### config.mk
export PLATFORM = sky130hd
export DESIGN_NAME = mem_copy_engine_flat
export DESIGN_NICKNAME = d
export VERILOG_FILES = /design/src/rtl/mem_copy_engine_pkg.sv /design/src/rtl/mem_copy_engine_if.sv /design/src/rtl/mem_copy_engine_range_chk.sv /design/src/rtl/mem_copy_engine.sv /design/src/flat_wrapper.sv
export SDC_FILE = /design/constraint.sdc
export NUM_CORES = 1
export LEC_CHECK = 0
export BUFFER_PORTS_ARGS = -buffer_cell sky130_fd_sc_hd__buf_2
export CORE_MARGIN = 2
export CORE_UTILIZATION = 60
export DETAILED_ROUTE_END_ITERATION = 16
export PLACE_DENSITY = 0.83
export SYNTH_ARGS = -nofsm -noshare
export SYNTH_HDL_FRONTEND = slang
export SYNTH_HIERARCHICAL = 1
export SYNTH_SLANG_ARGS = --single-unit
### constraint.sdc
create_clock -name Clock_Puls -period 5.9 [get_ports Clock_Puls]
set_input_delay 0.885 -clock Clock_Puls [delete_from_list [all_inputs] [get_ports Clock_Puls]]
set_output_delay 0.885 -clock Clock_Puls [all_outputs]
set_load 0.01 [all_outputs]
### src/rtl/mem_copy_engine_pkg.sv
// Shared definitions for the memory copy/fill engine: memory geometry, FSM states, mode codes.
package mem_copy_engine_pkg;

  localparam int unsigned MEM_DEPTH = 1024;
  localparam int unsigned AW        = 16;
  localparam int unsigned DW        = 16;

  localparam logic MODE_COPY = 1'b0;
  localparam logic MODE_FILL = 1'b1;

  typedef enum logic [1:0] {
    ST_IDLE  = 2'd0,
    ST_READ  = 2'd1,
    ST_WRITE = 2'd2
  } state_e;

  function automatic logic [AW-1:0] step_ptr(input logic [AW-1:0] ptr, input logic desc);
    if (desc) begin
      step_ptr = ptr - AW'(1'b1);
    end else begin
      step_ptr = ptr + AW'(1'b1);
    end
  endfunction

endpackage

### src/rtl/mem_copy_engine_if.sv
// Word-memory bus between the copy engine (master) and the data memory (slave).
interface mem_copy_engine_if;
  import mem_copy_engine_pkg::*;

  logic [AW-1:0] M_Adr;
  logic          M_Wr;
  logic          M_Rd;
  logic [DW-1:0] M_D_i;
  logic [DW-1:0] M_D_o;

  modport master (output M_Adr, output M_Wr, output M_Rd, output M_D_i, input M_D_o);
  modport slave  (input M_Adr, input M_Wr, input M_Rd, input M_D_i, output M_D_o);
endinterface

### src/rtl/mem_copy_engine_range_chk.sv
// Checks that the block [base, base+len) fits inside the memory; sum taken one bit wider.
module mem_copy_engine_range_chk
  import mem_copy_engine_pkg::*;
#(
  parameter int unsigned DEPTH = MEM_DEPTH
) (
  input  logic [AW-1:0] base,
  input  logic [AW-1:0] len,
  output logic          ok
);

  logic [AW:0] end_s;

  assign end_s = {1'b0, base} + {1'b0, len};
  assign ok    = (end_s <= (AW+1)'(DEPTH));

endmodule

### src/rtl/mem_copy_engine.sv
// Block copy / fill initiator for the data memory; the CPU stalls while Busy is high.
module mem_copy_engine
  import mem_copy_engine_pkg::*;
#(
  parameter int unsigned DEPTH = MEM_DEPTH
) (
  input  logic              Clock_Puls,
  input  logic              Reset,
  input  logic              Start,
  input  logic              Abort,
  input  logic              Mode,
  input  logic [AW-1:0]     Src_Adr,
  input  logic [AW-1:0]     Dst_Adr,
  input  logic [AW-1:0]     Len,
  input  logic [DW-1:0]     Fill_Val,
  output logic              Busy,
  output logic              Done,
  output logic              Err,
  output logic [AW-1:0]     Words_Done,
  mem_copy_engine_if.master mem
);

  state_e        state_q, state_d;
  logic          mode_q, mode_d, desc_q, desc_d;
  logic [AW-1:0] src_q, src_d, dst_q, dst_d, rem_q, rem_d, words_done_q, words_done_d;
  logic [DW-1:0] data_q, data_d, fill_q, fill_d;
  logic          busy_q, busy_d, done_q, done_d, err_q, err_d;
  logic          m_wr_q, m_wr_d, m_rd_q, m_rd_d;
  logic [AW-1:0] m_adr_q, m_adr_d;
  logic [DW-1:0] m_d_i_q, m_d_i_d;

  logic          src_ok_s, dst_ok_s, desc_s;
  logic [AW:0]   src_end_s;
  logic [AW-1:0] len_m1_s;

  mem_copy_engine_range_chk #(.DEPTH(DEPTH)) u_src_chk (.base(Src_Adr), .len(Len), .ok(src_ok_s));
  mem_copy_engine_range_chk #(.DEPTH(DEPTH)) u_dst_chk (.base(Dst_Adr), .len(Len), .ok(dst_ok_s));

  // Overlapping copy with the destination above the source must run top-down.
  assign src_end_s = {1'b0, Src_Adr} + {1'b0, Len};
  assign desc_s    = (Mode == MODE_COPY) && (Src_Adr < Dst_Adr) && ({1'b0, Dst_Adr} < src_end_s);
  assign len_m1_s  = Len - AW'(1'b1);

  // Next-state, pointer and registered-output computation.
  always_comb begin
    state_d      = state_q;
    mode_d       = mode_q;
    desc_d       = desc_q;
    src_d        = src_q;
    dst_d        = dst_q;
    rem_d        = rem_q;
    words_done_d = words_done_q;
    data_d       = data_q;
    fill_d       = fill_q;
    done_d       = 1'b0;
    err_d        = 1'b0;
    case (state_q)
      ST_IDLE: begin
        if (Start) begin
          words_done_d = '0;
          mode_d       = Mode;
          fill_d       = Fill_Val;
          desc_d       = desc_s;
          rem_d        = Len;
          if (Len == '0) begin
            done_d = 1'b1;
          end else if (!dst_ok_s || ((Mode == MODE_COPY) && !src_ok_s)) begin
            done_d = 1'b1;
            err_d  = 1'b1;
          end else begin
            src_d   = desc_s ? (Src_Adr + len_m1_s) : Src_Adr;
            dst_d   = desc_s ? (Dst_Adr + len_m1_s) : Dst_Adr;
            state_d = (Mode == MODE_COPY) ? ST_READ : ST_WRITE;
          end
        end else begin
          state_d = ST_IDLE;
        end
      end
      ST_READ: begin
        data_d = mem.M_D_o;
        src_d  = step_ptr(src_q, desc_q);
        if (Abort) begin
          state_d = ST_IDLE;
          done_d  = 1'b1;
          err_d   = 1'b1;
        end else begin
          state_d = ST_WRITE;
        end
      end
      ST_WRITE: begin
        words_done_d = words_done_q + AW'(1'b1);
        dst_d        = step_ptr(dst_q, desc_q);
        rem_d        = rem_q - AW'(1'b1);
        if (Abort) begin
          state_d = ST_IDLE;
          done_d  = 1'b1;
          err_d   = 1'b1;
        end else if (rem_q == AW'(1'b1)) begin
          state_d = ST_IDLE;
          done_d  = 1'b1;
        end else if (mode_q == MODE_COPY) begin
          state_d = ST_READ;
        end else begin
          state_d = ST_WRITE;
        end
      end
      default: begin
        state_d = ST_IDLE;
      end
    endcase

    busy_d = (state_d != ST_IDLE);
    m_rd_d = (state_d == ST_READ);
    m_wr_d = (state_d == ST_WRITE);
    if (state_d == ST_READ) begin
      m_adr_d = src_d;
    end else if (state_d == ST_WRITE) begin
      m_adr_d = dst_d;
    end else begin
      m_adr_d = '0;
    end
    if (state_d == ST_WRITE) begin
      m_d_i_d = (mode_d == MODE_FILL) ? fill_d : data_d;
    end else begin
      m_d_i_d = '0;
    end
  end

  // State and output registers with synchronous reset.
  always_ff @(posedge Clock_Puls) begin
    if (Reset) begin
      state_q      <= ST_IDLE;
      mode_q       <= MODE_COPY;
      desc_q       <= 1'b0;
      src_q        <= '0;
      dst_q        <= '0;
      rem_q        <= '0;
      words_done_q <= '0;
      data_q       <= '0;
      fill_q       <= '0;
      busy_q       <= 1'b0;
      done_q       <= 1'b0;
      err_q        <= 1'b0;
      m_wr_q       <= 1'b0;
      m_rd_q       <= 1'b0;
      m_adr_q      <= '0;
      m_d_i_q      <= '0;
    end else begin
      state_q      <= state_d;
      mode_q       <= mode_d;
      desc_q       <= desc_d;
      src_q        <= src_d;
      dst_q        <= dst_d;
      rem_q        <= rem_d;
      words_done_q <= words_done_d;
      data_q       <= data_d;
      fill_q       <= fill_d;
      busy_q       <= busy_d;
      done_q       <= done_d;
      err_q        <= err_d;
      m_wr_q       <= m_wr_d;
      m_rd_q       <= m_rd_d;
      m_adr_q      <= m_adr_d;
      m_d_i_q      <= m_d_i_d;
    end
  end

  assign Busy       = busy_q;
  assign Done       = done_q;
  assign Err        = err_q;
  assign Words_Done = words_done_q;
  assign mem.M_Adr  = m_adr_q;
  assign mem.M_Wr   = m_wr_q;
  assign mem.M_Rd   = m_rd_q;
  assign mem.M_D_i  = m_d_i_q;

endmodule

### src/flat_wrapper.sv
// flat-port wrapper written by rule: the top's interface ports become plain ports
module mem_copy_engine_flat import mem_copy_engine_pkg::*;
#(
  parameter int unsigned DEPTH = MEM_DEPTH
)
  (Clock_Puls, Reset, Start, Abort, Mode, Src_Adr, Dst_Adr, Len, Fill_Val, Busy, Done, Err, Words_Done, mem_M_Adr, mem_M_Wr, mem_M_Rd, mem_M_D_i, mem_M_D_o);
  mem_copy_engine_if mem_i ();
  input  logic Clock_Puls;
  input  logic Reset;
  input  logic Start;
  input  logic Abort;
  input  logic Mode;
  input  logic [AW-1:0] Src_Adr;
  input  logic [AW-1:0] Dst_Adr;
  input  logic [AW-1:0] Len;
  input  logic [DW-1:0] Fill_Val;
  output logic Busy;
  output logic Done;
  output logic Err;
  output logic [AW-1:0] Words_Done;
  output wire logic [$bits(mem_i.M_Adr)-1:0] mem_M_Adr;
  output wire logic [$bits(mem_i.M_Wr)-1:0] mem_M_Wr;
  output wire logic [$bits(mem_i.M_Rd)-1:0] mem_M_Rd;
  output wire logic [$bits(mem_i.M_D_i)-1:0] mem_M_D_i;
  input wire logic [$bits(mem_i.M_D_o)-1:0] mem_M_D_o;
  assign mem_M_Adr = mem_i.M_Adr;
  assign mem_M_Wr = mem_i.M_Wr;
  assign mem_M_Rd = mem_i.M_Rd;
  assign mem_M_D_i = mem_i.M_D_i;
  assign mem_i.M_D_o = mem_M_D_o;
  mem_copy_engine #(.DEPTH(DEPTH)) u_core (.Clock_Puls(Clock_Puls), .Reset(Reset), .Start(Start), .Abort(Abort), .Mode(Mode), .Src_Adr(Src_Adr), .Dst_Adr(Dst_Adr), .Len(Len), .Fill_Val(Fill_Val), .Busy(Busy), .Done(Done), .Err(Err), .Words_Done(Words_Done), .mem(mem_i));
endmodule
# Word level (Yosys, flattened, before mapping)
# Index checks and enable logic that the tools add are counted.
# op_classes
add_sub_neg	11
reduce_logical	14
eq_ne	6
order_cmp	4
mux	43
bitwise_logic	2
# op_table
op	count
$mux 16	18
$pmux 16 s2	4
$sub 16x1->16 const B	4
$add 16x1->16 const B	3
$add 16x16->17	2
$le 17x11->1 const B	2
$add 16x16->16	2
$lt 16x17->1	1
$eq 16x1->1 const B	1
$logic_not 16->1	1
$lt 16x16->1	1
$mux 2	8
$mux 1	10
$pmux 2 s3	1
$eq 2x1->1 const B	2
$eq 2x2->1 const B	2
$reduce_and 2->1	2
$reduce_bool 2->1	2
$reduce_or 2->1	2
$logic_and 1x1->1	3
$pmux 1 s3	1
$logic_not 1->1	2
$logic_not 2->1	1
$ne 2x2->1 const B	1
3 further kinds	4
# word_totals
in_bits	85
word_cells	96
register_bits	137

# Logic depth before layout (Yosys ltp)
# depth
ltp_word	12
depth_mapped	21

# Modules after synthesis
# Netlist, hierarchy kept.
# modules_own_cells
mod	area_each_um2	seq_area_each_um2	n_inst	cells_each
mem_copy_engine	10268.6	2742.6	1	1248
mem_copy_engine_range_chk	772.0	0.0	2	96

# Worst setup path after synthesis
# OpenSTA, ideal clock, no wires.
# synth_timing
kind	in2reg
startpoint	in Src_Adr[1]
endpoint	reg u_core.m_adr_q[8], in the netlist u_core/mem.M_Adr[8]
setup_time_ns	0.138
path_stages	20
slack_ns	0.799
t_arrival_ns	4.963
path_cell_list	ha_1 > a21o_1 > a21oi_1 > o21bai_1 > a21oi_1 > o21ai_0 > a311oi_1 > o21bai_1 > mux2i_1 > a2111oi_0 > ha_1 > nand3_1 > o21bai_1 > a41o_1 > o211ai_1 > nor2_2 > buf_2 > mux2i_1 > a222oi_1 > o22ai_1
# synth_between
elab_chain_cells	12
# synth_lines
element	line	source
start: declaration	flat_wrapper.sv:13	input logic [AW-1:0] Src_Adr;
$add 16x16->17	mem_copy_engine_range_chk.sv:14, mem_copy_engine.sv:40	
$le 17x11->1	mem_copy_engine_range_chk.sv:15	assign ok = (end_s <= (AW+1)'(DEPTH));
$logic_not 1->1	mem_copy_engine.sv:67	end else if (!dst_ok_s || ((Mode == MODE_COPY) && !src_ok_s)) begin
$logic_and 1x1->1	mem_copy_engine.sv:67	
$logic_or 1x1->1	mem_copy_engine.sv:67	
$mux 2	mem_copy_engine.sv:67	
$mux 2	mem_copy_engine.sv:65	if (Len == '0) begin
$mux 2	mem_copy_engine.sv:59	if (Start) begin
$pmux 2 s3	mem_copy_engine.sv:57	case (state_q)
$eq 2x2->1	mem_copy_engine.sv:117	end else if (state_d == ST_WRITE) begin
$mux 16	mem_copy_engine.sv:117	
$mux 16 (*)	mem_copy_engine.sv:115	if (state_d == ST_READ) begin
end signal: assignment	mem_copy_engine.sv:163	m_adr_q <= m_adr_d;
end: declaration	mem_copy_engine.sv:29	logic [AW-1:0] m_adr_q, m_adr_d;
# Mark *: on every way between the ends. The rest lies on a longest branch, timed or not.
# A chain may end at the register's enable or synchronous reset.

# Worst setup path in the final report
# layout_timing
startpoint	in Len[1]
endpoint	reg u_core.m_adr_q[2], in the netlist u_core/mem.M_Adr[2]
# layout_between
elab_chain_cells	12
# layout_lines
element	line	source
start: declaration	flat_wrapper.sv:15	input logic [AW-1:0] Len;
$add 16x16->17	mem_copy_engine_range_chk.sv:14, mem_copy_engine.sv:40	
$le 17x11->1	mem_copy_engine_range_chk.sv:15	
$logic_not 1->1	mem_copy_engine.sv:67	
$logic_and 1x1->1	mem_copy_engine.sv:67	
$logic_or 1x1->1	mem_copy_engine.sv:67	
$mux 2	mem_copy_engine.sv:67	
$mux 2	mem_copy_engine.sv:65	
$mux 2	mem_copy_engine.sv:59	
$pmux 2 s3	mem_copy_engine.sv:57	
$eq 2x2->1	mem_copy_engine.sv:117	
$mux 16	mem_copy_engine.sv:117	
$mux 16 (*)	mem_copy_engine.sv:115	
# Marked as above.

==> reports/summary.json <==
{
  "drcViolationCount": 0,
  "antenna_found_initial": 0,
  "hold_path.class": "reg -> reg",
  "count_of_unique_library_cells_instantiated_by_yosys": 85,
  "cpMostUsedCell": "o21ai_0",
  "routed_vias_inst": 6.37,
  "synthCells": 1440,
  "timing.rr.start": "u_core/desc_q$_SDFFE_PP0P_",
  "cts_root_buffer": "clkbuf_16",
  "critical-path-top-delay-family": "compound AO/OA/AOI/OAI gates",
  "synthToLayoutAreaGrowth_pct": 13.3,
  "die_height_um": 144,
  "num_rows": 51,
  "worst_skew_pair.late_latency_ns": 0.42,
  "timing.setup.tns_ns": 0,
  "cp_cell_sequence": "buf_2 > ha_1 > a21o_1 > a21oi_1 > o21bai_1 > a21oi_1 > o21ai_0 > a311oi_1 > o21bai_1 > mux2i_1 > a2111oi_0 > ha_1 > nand3_1 > nor3_1 > o21ai_0 > a41o_1 > o211a_1 > nand2_1 > o21ai_0 > a222oi_1 > o22ai_1",
  "drt_first_pass_iters": 9,
  "relSlewSlack_pct": 35.4,
  "die-area_sq_um": 20800,
  "cp_data_arrival_time_ns": 5.66,
  "mostFrequentLayoutCells": "143 x ha_1, 142 x nor2_1, 137 x buf_2, 137 x dfxtp_1, 104 x a21oi_1",
  "startpoint": "Len[1]",
  "worst_pin_slew_ns": 0.966,
  "critical_path_required_ns": 6.18,
  "clock_sink_total": 137,
  "rsz_0062_raised_after_global_routing": "no",
  "final-instance-count-excl-fill": 1846,
  "cts_max_path_buffers": 2,
  "groute.usage.overall_pct": 33.3,
  "drt_wl_total_mm": 35.3,
  "setup-violations-final": 0,
  "grt_max_degree": 50,
  "critical-path-slowest-cell": "a311oi_1",
  "static-leakage-power_nw": 6.16,
  "core_area_sq_um": 19400,
  "finalCritPeriodShare_pct": 91.2,
  "detail_route.iter0.violations": 1230,
  "drive_gt1_share_pct": 14.2,
  "slew_viol_final": 0,
  "placement.io_buffers": 137,
  "die_w_um": 144,
  "post_cts_sizing": 0,
  "ys_ff_latch": 137,
  "nFillCells": 1597,
  "critical-path-max-stage-delay_ns": 0.43,
  "hold_buffers": 0,
  "dpl_worst_slack_ns": 0.225,
  "powerDensity_nw_per_um2": 213,
  "synth.cell_area_sq_um": 11800,
  "clk_pin_slew_worst_paths_ns": 0.07,
  "grt_remaining_overflow": 0,
  "final_antenna_net_count": 0,
  "max_freq_ghz": 0.186,
  "sequential_fraction_of_the_synthesis_area_pct": 23.2,
  "design.final.nets": 1804,
  "wire_per_inst_um": 19.1,
  "cts_tree": "done",
  "hold_vio_cnt_final": 0,
  "final_period_minus_worst_setup_slack_ns": 5.38,
  "start_util_pct": 60.9,
  "via_count": 11800,
  "num_cts_buffers": 17,
  "seqCellArea_sq_um": 2740,
  "crit_path_max_fanout": 15,
  "yosys.area.top_type": "dfxtp_1",
  "clock_tree.htree_level_count": 4,
  "run_status": "complete, no violations",
  "diodes": 0,
  "irDropWorstVdd_uv": 265,
  "ys_async_sr_fraction_pct": 0,
  "ranking_of_synthesized_cells_by_area": "dfxtp_1 23%, ha_1 15%, mux2i_1 5.9%",
  "worst_slack_ns": 0.521,
  "area_of_combinational_cells_with_multiple_inputs_sq_um": 8690,
  "hold_ws_ns": 0.495,
  "synth-edff-count": 0,
  "layout_commonest_cell": "ha_1",
  "number_of_max_capacitance_violations_reported": 0,
  "critPathCaptureType": "flip-flop",
  "holdCritStartpoint": "u_core/fill_q[8]$_SDFF_PP0_",
  "ys_dominant_reg_cell": "dfxtp_1",
  "timing.setup.critical_path_class": "in -> reg",
  "num_io_pins": 138,
  "placed_cells_incl_taps": 1814,
  "grt_pass1_wl_mm": 55.2,
  "first_global_vias": 11200,
  "finClkSkew_ns": 0.00785,
  "timing.critical_path.buf_inv": 1,
  "synthDominantCellAreaShare_pct": 23.2,
  "dp.final_hpwl_mm": 26.0,
  "synthesis.yosys.warnings": 6,
  "startpoint_type": "input pin",
  "synth_fp_nets": 1676,
  "synth_area_per_cell_sq_um": 8.20,
  "place_congestion": 0.933,
  "cts_setup_buffers": 0
}
-- layer usage --
metal  routed length (um)  part of all wire, %  global-route usage, %
met1                15000                   43                   43.5
met2                16300                   46                   54.9
met5                    0                    0                      0
met4                 1200                  3.4                   14.4
met3                 2790                  7.9                   4.90
-- report_power, final --
| group | total [mW] | switching (mW) | internal (mW) |
|---|---|---|---|
| Combinational | 0.792 | 0.472 | 0.321 |
| Sequential | 0.956 | 0.0133 | 0.942 |
| Clock | 1.10 | 0.489 | 0.609 |
| Total | 2.85 | 0.974 | 1.87 |
-- layout make-up --
| cell class | count | area share (%) |
|---|---|---|
| multi-input cells | 1209 | 65.0 |
| flip-flops and latches | 137 | 20.5 |
| repair buffers | 155 | 6.23 |
| clock buffers | 17 | 3.18 |
| well taps | 265 | 2.48 |
| inverters | 48 | 1.35 |
| clock inverters | 15 | 1.29 |
-- sequential cells by signal (all words and copies together) (netlist names), 2 cells and up --
signal and flops:
u_core/rem_q 16, u_core/dst_q 16, u_core/state_q 2, u_core/Words_Done 16, u_core/mem.M_Adr 16, u_core/mem.M_D_i 16, u_core/data_q 16, u_core/src_q 16
u_core/fill_q 16
-- path summary, 6_finish.rpt --
kind,slack [ns],endpoint,cells past startpoint
hold reg to reg,0.50,u_core/fill_q[8]$_SDFF_PP0_,2
setup / recovery,0.52,u_core/mem.M_Adr[2]$_SDFF_PP0_,21
setup reg to reg,2.49,u_core/mem.M_Adr[15]$_SDFF_PP0_,11
hold / removal,0.50,u_core/fill_q[8]$_SDFF_PP0_,2
-- cells by family after synthesis --
family / share of synthesized area [%]
AOI/OAI and AO/OA: 25.1
xor gates and xnor gates: 7.71
adders and majority gates: 16.4
DFF: 23.2
and+or+nand+nor: 17.7
muxes: 6.60
buffers and inverters: 3.23
-- synth_stat cells, types with 13 or more instances --
cell type / n
ha_1: 144
nor2_1: 142
dfxtp_1: 137
a21oi_1: 104
nand2_1: 90
o21ai_0: 88
mux2i_1: 70
xor2_1: 55
nand3_1: 49
xnor2_1: 49
inv_1: 46
a21o_1: 41
nor3_1: 35
and3_1: 34
clkbuf_1: 31
o22ai_1: 26
a31oi_1: 25
a211oi_1: 24
o21a_1: 21
nand2b_1: 15
o211ai_1: 14
nand4_1: 13
-- metrics by stage --
step / power [mW] / util [%] / instance area, sq um
3_5_place_dp: 1.74 / 65.9 / 12800
6_report: 2.85 / 69.0 / 13400
4_1_cts: 2.83 / 69.0 / 13400
5_1_grt: 2.97 / 69.0 / 13400
2_1_floorplan: 1.53 / - / 11800
3_3_place_gp: 1.73 / 65.9 / 12800
-- worst reg2reg max path, cell delays in order (launching register included) --
cell and delay, ns:
dfxtp_1 0.31, buf_4 0.39, ha_1 0.34, a211oi_1 0.26, o21ai_0 0.22, a21oi_1 0.24
o21ai_0 0.17, o41ai_1 0.44, o21ai_0 0.30, mux2i_1 0.18, a221oi_1 0.31, o22ai_1 0.12
Power figures use the tool's default switching activity.
